$ cat config.mk
export PLATFORM = sky130hd
export DESIGN_NAME = ifmap_row_framer
export DESIGN_NICKNAME = d
export VERILOG_FILES = /design/src/rtl/ifmap_row_framer.sv
export SDC_FILE = /design/constraint.sdc
export NUM_CORES = 1
export LEC_CHECK = 0
export ABC_AREA = 1
export CAP_MARGIN = 25
export CORE_UTILIZATION = 45
export CTS_CLUSTER_DIAMETER = 100
export DETAILED_ROUTE_END_ITERATION = 10
export GPL_TIMING_DRIVEN = 0
export PLACE_DENSITY = 0.82
export REMOVE_ABC_BUFFERS = 1
export SYNTH_ARGS = -nofsm -noshare
export SYNTH_HDL_FRONTEND = slang
export SYNTH_SLANG_ARGS = --single-unit
$ cat constraint.sdc
create_clock -name clk -period 1.65 [get_ports clk]
set_input_delay 0.33 -clock clk [delete_from_list [all_inputs] [get_ports clk]]
set_output_delay 0.33 -clock clk [all_outputs]
set_load 0.1 [all_outputs]
$ cat src/rtl/ifmap_row_framer.sv
// ifmap_row_framer: frames a raw activation stream into start/end-of-row tagged words
// for the IFmap buffer, then appends a zero flush row of filter_size words.
module ifmap_row_framer #(
  parameter int DATA_WIDTH        = 16,
  parameter int LEN_WIDTH         = 5,
  parameter int ROWS_WIDTH        = 8,
  parameter int FILTER_SIZE_WIDTH = 5
) (
  input  logic                         clk,
  input  logic                         reset,
  input  logic                         start,
  input  logic [LEN_WIDTH-1:0]         row_length,
  input  logic [ROWS_WIDTH-1:0]        num_rows,
  input  logic [FILTER_SIZE_WIDTH-1:0] filter_size,
  input  logic [DATA_WIDTH-1:0]        s_data,
  input  logic                         s_valid,
  output logic                         s_ready,
  output logic [DATA_WIDTH+1:0]        IFmap_buffer_in,
  output logic                         IFmap_buffer_write_enable,
  input  logic                         IFmap_buffer_ready,
  output logic                         busy,
  output logic                         done,
  output logic                         cfg_err
);
  typedef enum logic [1:0] {IDLE, STREAM, FLUSH, DRAIN} state_t;
  state_t state_q, state_d;
  logic [LEN_WIDTH-1:0] len_q, len_d, col_q, col_d;
  logic [ROWS_WIDTH-1:0] rows_q, rows_d, row_q, row_d;
  logic [FILTER_SIZE_WIDTH-1:0] fsz_q, fsz_d, fcnt_q, fcnt_d;
  logic [DATA_WIDTH+1:0] out_q, out_d;
  logic out_v_q, out_v_d, done_q, done_d, err_q, err_d;
  logic free, in_xfer, gen, last_col, last_row, last_f;
  // The single output register may be refilled in the same cycle it drains.
  assign free     = !out_v_q || IFmap_buffer_ready;
  assign s_ready  = (state_q == STREAM) && free;
  assign in_xfer  = s_valid && s_ready;
  assign gen      = (state_q == FLUSH) && (fsz_q != '0) && free;
  assign last_col = col_q == len_q - LEN_WIDTH'(1);
  assign last_row = row_q == rows_q - ROWS_WIDTH'(1);
  assign last_f   = fcnt_q == fsz_q - FILTER_SIZE_WIDTH'(1);
  assign IFmap_buffer_in           = out_q;
  assign IFmap_buffer_write_enable = out_v_q;
  assign busy    = state_q != IDLE;
  assign done    = done_q;
  assign cfg_err = err_q;
  always_comb begin
    state_d = state_q;
    len_d   = len_q;
    rows_d  = rows_q;
    fsz_d   = fsz_q;
    col_d   = col_q;
    row_d   = row_q;
    fcnt_d  = fcnt_q;
    out_d   = out_q;
    out_v_d = out_v_q && !IFmap_buffer_ready;
    done_d  = 1'b0;
    err_d   = 1'b0;
    if (in_xfer) begin
      out_d   = {col_q == '0, last_col, s_data};
      out_v_d = 1'b1;
    end else if (gen) begin
      out_d   = {fcnt_q == '0, last_f, {DATA_WIDTH{1'b0}}};
      out_v_d = 1'b1;
    end
    case (state_q)
      IDLE: if (start) begin
        if (row_length == '0) err_d = 1'b1;
        else begin
          len_d   = row_length;
          rows_d  = num_rows;
          fsz_d   = filter_size;
          col_d   = '0;
          row_d   = '0;
          fcnt_d  = '0;
          state_d = (num_rows == '0) ? FLUSH : STREAM;
        end
      end
      STREAM: if (in_xfer) begin
        col_d = last_col ? '0 : col_q + LEN_WIDTH'(1);
        if (last_col) begin
          row_d = last_row ? '0 : row_q + ROWS_WIDTH'(1);
          if (last_row) state_d = (fsz_q == '0) ? DRAIN : FLUSH;
        end
      end
      FLUSH: if (fsz_q == '0) state_d = DRAIN;
        else if (gen) begin
          fcnt_d = last_f ? '0 : fcnt_q + FILTER_SIZE_WIDTH'(1);
          if (last_f) state_d = DRAIN;
        end
      DRAIN: if (free) begin
        done_d  = 1'b1;
        state_d = IDLE;
      end
      default: state_d = IDLE;
    endcase
  end
  always_ff @(posedge clk) begin
    if (reset) begin
      state_q <= IDLE;
      len_q   <= '0;
      rows_q  <= '0;
      fsz_q   <= '0;
      col_q   <= '0;
      row_q   <= '0;
      fcnt_q  <= '0;
      out_q   <= '0;
      out_v_q <= 1'b0;
      done_q  <= 1'b0;
      err_q   <= 1'b0;
    end else begin
      state_q <= state_d;
      len_q   <= len_d;
      rows_q  <= rows_d;
      fsz_q   <= fsz_d;
      col_q   <= col_d;
      row_q   <= row_d;
      fcnt_q  <= fcnt_d;
      out_q   <= out_d;
      out_v_q <= out_v_d;
      done_q  <= done_d;
      err_q   <= err_d;
    end
  end
endmodule

# Yosys cells after proc, flatten, opt, wreduce, memory -nomap -nowiden
# Cells that the tools add are included.
# totals
in_bits	39
out_inout_bits	23
regBits	59
elab_cells	96
# op_classes
mux	33
n_eq_ne	16
addsub	6
bitwise	4
reduce_logical	26
# ops
operator	n
$mux W8	5
$mux W18	2
$mux W5	7
$logic_not A5 Y1	4
$mux W2	10
$pmux W5 S2	2
$ne A2 B2 Y1 const B	8
$pmux W8 S2	1
$add A5 B1 Y5 const B	2
$eq A5 B5 Y1	2
$reduce_and A5 Y1	2
$sub A5 B1 Y5 const B	2
$add A8 B1 Y8 const B	1
$eq A8 B8 Y1	1
$logic_not A8 Y1	1
$pmux W2 S4	1
$reduce_and A8 Y1	1
$reduce_bool A2 Y1	4
$sub A8 B1 Y8 const B	1
$ne A3 B2 Y1 const B	2
$logic_and A1 B1 Y1	5
$mux W1	5
$reduce_bool A5 Y1	1
$eq A2 B2 Y1 const B	2
9 further kinds	13

# Depth between registers and ports, before layout
# logic_depth
ltp_word	6
mapped_depth	16
mapped_depth_nobuf	16

# Worst setup path before layout
# OpenSTA, ideal clock, no wires.
# synth_path
path_type	reg-to-output
startpoint	reg out_v_q, in the netlist IFmap_buffer_write_enable
endpoint	out s_ready
path_slack_ns	-0.993
path_stages_with_launch	4
n_path_buf	0
t_required_ns	1.320
t_arrival_ns	2.313
cell_sequence	dfxtp_1 -> nand2_1 -> inv_1 -> nor2_1
# synth_between
elab_chain_len	3
# synth_lines
item	line	text
start, declared	31	logic out_v_q, out_v_d, done_q, done_d, err_q, err_d;
start signal, assigned	119	out_v_q <= out_v_d;
$logic_not A1 Y1	34	assign free = !out_v_q || IFmap_buffer_ready;
$logic_or A1 B1 Y1	34	
$logic_and A1 B1 Y1	35	assign s_ready = (state_q == STREAM) && free;
end, declared	17	output logic s_ready,
# Every way passes these cells.

# Worst setup path after layout
# layout_path
startpoint	reg len_q[1]
endpoint	reg row_q[1]
# layout_between
elab_chain_len	4
# layout_lines
item	line	text
start, declared	27	logic [LEN_WIDTH-1:0] len_q, len_d, col_q, col_d;
start signal, assigned	112	len_q <= len_d;
$sub A5 B1 Y5	38	assign last_col = col_q == len_q - LEN_WIDTH'(1);
$eq A5 B5 Y1	38	
$ne A2 B2 Y1 (no line)	-	
$reduce_and A5 Y1 (no line)	-	
end signal, assigned	116	row_q <= row_d;
end, declared	28	logic [ROWS_WIDTH-1:0] rows_q, rows_d, row_q, row_d;
# Every way passes these cells.
# A chain may end at the register's enable or synchronous reset.

==> impl_results.md <==
- CP Launch Type: register
- Post-Syn Instances: 481
- # rows: 30
- EDFF count, synth: 0
- Initial Utilization: 47.3%
- Clk sink count: 59
- Sw Pwr: 3.59 mW
- Minimum clock period: 1.81 ns
- Via density: 5.13
- Largest family of logic cells by synthesized area: simple AND/OR/NAND/NOR gates
- Ys flop type: dfxtp_1
- Syn Area/Cell: 6.79 um2
- Worst setup EP type: register
- 1st-pass router iterations: 4
- Worst skew pair latency: 0.36 ns
- Pins over their slew limit: 0
- Clock power frac: 16.6%
- Placement Setup Slack: -1.12 ns
- GRT Total Usage: 24.0%
- Most frequent CP cell: nand2_2
- Pleak: 1.87 nW
- WS Path Type: reg2reg
- Int Power: 3.77 mW
- Synth top cells by count: nand2_1 (141), dfxtp_1 (59), inv_1 (53)
- Final wirelength: 8870 um
- Final cell count without fillers: 660
- Wire per inst: 13.4 um
- HPWL after DPL: 5740 um
- Count leader, synth: nand2_1
- Mux share of post-synthesis cell area: 0%
- CTS root buf: clkbuf_8
- Pwr Density: 1620 mW/mm2
- Maximum vdd drop: 1720 uV
- Vias: 3384
- Post-synth ARST share: 0%
- CTS tree: yes
- Die Span X: 87.2 um
- CORE AREA: 0.00691 mm2
- Synthesized cell area: 0.00326 mm2
- Seq cells post-synth: 59
- Clock transition at the registers of the reported paths: 0.08 ns
- Routability cong.: 0.846
- Area grow syn2layout: 39.2%
- Die area: 0.00760 mm2
- Simple-gate portion of the synthesized area: 32.5%
- Antenna viol nets, final: 0
- IO buf count: 61
- Syn. warnings: 0
- Register area share after synthesis: 36.2%
- Residual DRC count: 0
- Layout Utilization: 65.8%
- Final WS setup: -0.162 ns
- Die height: 87.2 um
- Max Freq: 0.552 GHz
- Final TNS setup: -1.37 ns
- Ant. Diodes: 0
- Reg power frac: 25.4%
- Clock Skew: 0.00932 ns
- Sw Share: 48.8%
- Initial antenna violation count: 0
- H-tree depth: 3
- Synth cell types: 33
- Final Hold Vio Count: 0
- Pin count of the biggest net entering global routing: 28
- Worst endpoint data arrival time: 2.09 ns
- First-pass GRT wire length: 13800 um
- Run status: finished, violations left
- Actual slew at the worst max-slew pin: 0.629 ns
- CP peak stage delay: 0.33 ns
- Synth Area in Adders: 4.98%
- Worst Hold Class: reg2reg
- Failing checks: setup timing
- Total CTS buffers: 9
- Hold_buf cts: 0
- Compound-Gate Fraction of Synth Area: 13.0%
- Post-synthesis xor/xnor area fraction: 4.83%
- Drt initial violations: 181
- Slowest cell on crit path: dfxtp_2
- RSZ-0062 raised after global routing: yes
- Slew margin rel.: 58.1%
- Largest area contributor in the netlist: dfxtp_1
- Critical Path Fanout Max: 6
- Final-stage net count: 611
- Layout cells sized above 1: 23.6%
- Max_cap viols: 0
- Clock buffer depth: 2
- Final setup fails: 16
- Remaining Overflow, GRT: 0
- Post-synth top area share: 36.2%
- DP Cell Count: 627
- Number of global-route vias before repair: 3160
- Hold Worst Slack: 0.464 ns
- Area contributors post-synth: dfxtp_1 (36%), nand2_1 (16%), a21oi_1 (6.7%), inv_1 (6.1%), ha_1 (5.0%)
- Critical path, cell by cell: inv_2, ha_4, inv_2, nand2_2, nand2_2, nor2_2, nand2_2, nor2_4, nand2_4, a21oi_4, buf_4, nand3_1, a21oi_2
- IO Pins: 62
- Final Cycle Share: 110%
- Combinational Power Share: 58.0%
- Crit path required time: 1.93 ns
layout by cell type, fill, tap and decap left out, types with 6 or more instances in the layout:
cell type	count
nand4_1	8
clkdlybuf4s15_2	20
clkdlybuf4s50_1	37
ha_1	7
nand3_1	27
clkbuf_8	10
nor2_1	37
nand2_1	132
xnor2_1	6
buf_4	16
xor2_1	12
a21oi_1	41
nor2_2	7
nand2_2	9
inv_2	12
o21ai_0	22
inv_1	39
dfxtp_1	52
what timing repair did:
action / CTS / global route
setup buffers: 9 / 8
pin swaps: 17 / 19
resized for setup: 119 / 45
endpoints found under the setup margin: 81 / 54
path summary, 6_finish.rpt:
kind                            start                  end  slack [ns]  cells past startpoint
setup / recovery             len_q[1]             row_q[1]       -0.16                     13
hold / removal    IFmap_buffer_in[12]  IFmap_buffer_in[12]        0.46                      2
setup reg to reg             len_q[1]             row_q[1]       -0.16                     13
hold reg to reg   IFmap_buffer_in[12]  IFmap_buffer_in[12]        0.46                      2
cell families after synthesis:
logic type               count (synthesis)
AND/OR/NAND/NOR                        244
flip-flops                              59
buffers and inverters                   70
AO/OA/AOI/OAI                           77
adder cells (fa/ha/maj)                 13
XOR/XNOR                                18
registers in the layout (all words and copies together) (netlist names):
| register | count |
|---|---|
| IFmap_buffer_in | 18 |
| row_q | 8 |
| rows_q | 8 |
| col_q | 5 |
| fcnt_q | 5 |
| fsz_q | 5 |
| len_q | 5 |
| state_q | 2 |
| IFmap_buffer_write_enable | 1 |
| cfg_err | 1 |
| done | 1 |
per-layer routing:
metal | track usage (%) | wire (um) | vias to the layer above
met2 | 42.4 | 4510 | 106
li1 | - | - | 1692
met1 | 26.9 | 3710 | 1570
met5 | 0 | 0 | -
met3 | 5.88 | 470 | 16
met4 | 11.8 | 183 | 0
layout make-up:
class | instances | area [um2]
clock buffer | 10 | 138
clock inverter | 6 | 41.3
inverter | 58 | 235
tap | 96 | 120
timing repair buffer | 79 | 797
sequential | 59 | 1190
fill | 588 | 2360
multi-input combinational | 352 | 2020
power by group through the flow:
stage / Sequential [mW] / Combinational [mW] / Clock (mW)
2_1_floorplan: 2.27 / 2.08 / 0
3_3_place_gp: 1.85 / 3.17 / 0
6_report: 1.87 / 4.26 / 1.22
3_5_place_dp: 1.86 / 3.30 / 0
4_1_cts: 1.85 / 3.76 / 1.23
5_1_grt: 1.90 / 4.62 / 1.30
critical path: cells and delay by family (launching register included):
family / cells / cell delay, ns
AO/OA/AOI/OAI: 2 / 0.35
adder cells (fa/ha/maj): 1 / 0.26
buffers and inverters: 3 / 0.23
flip-flops: 1 / 0.33
AND/OR/NAND/NOR: 7 / 0.56
stage by stage:
step	cell area [um2]	power, mW
after floorplan	3200	4.35
after global placement	3930	5.02
after detailed placement	3950	5.15
after CTS	4360	6.84
after global routing	4550	7.82
final	4550	7.36
Power figures use the tool's default switching activity.
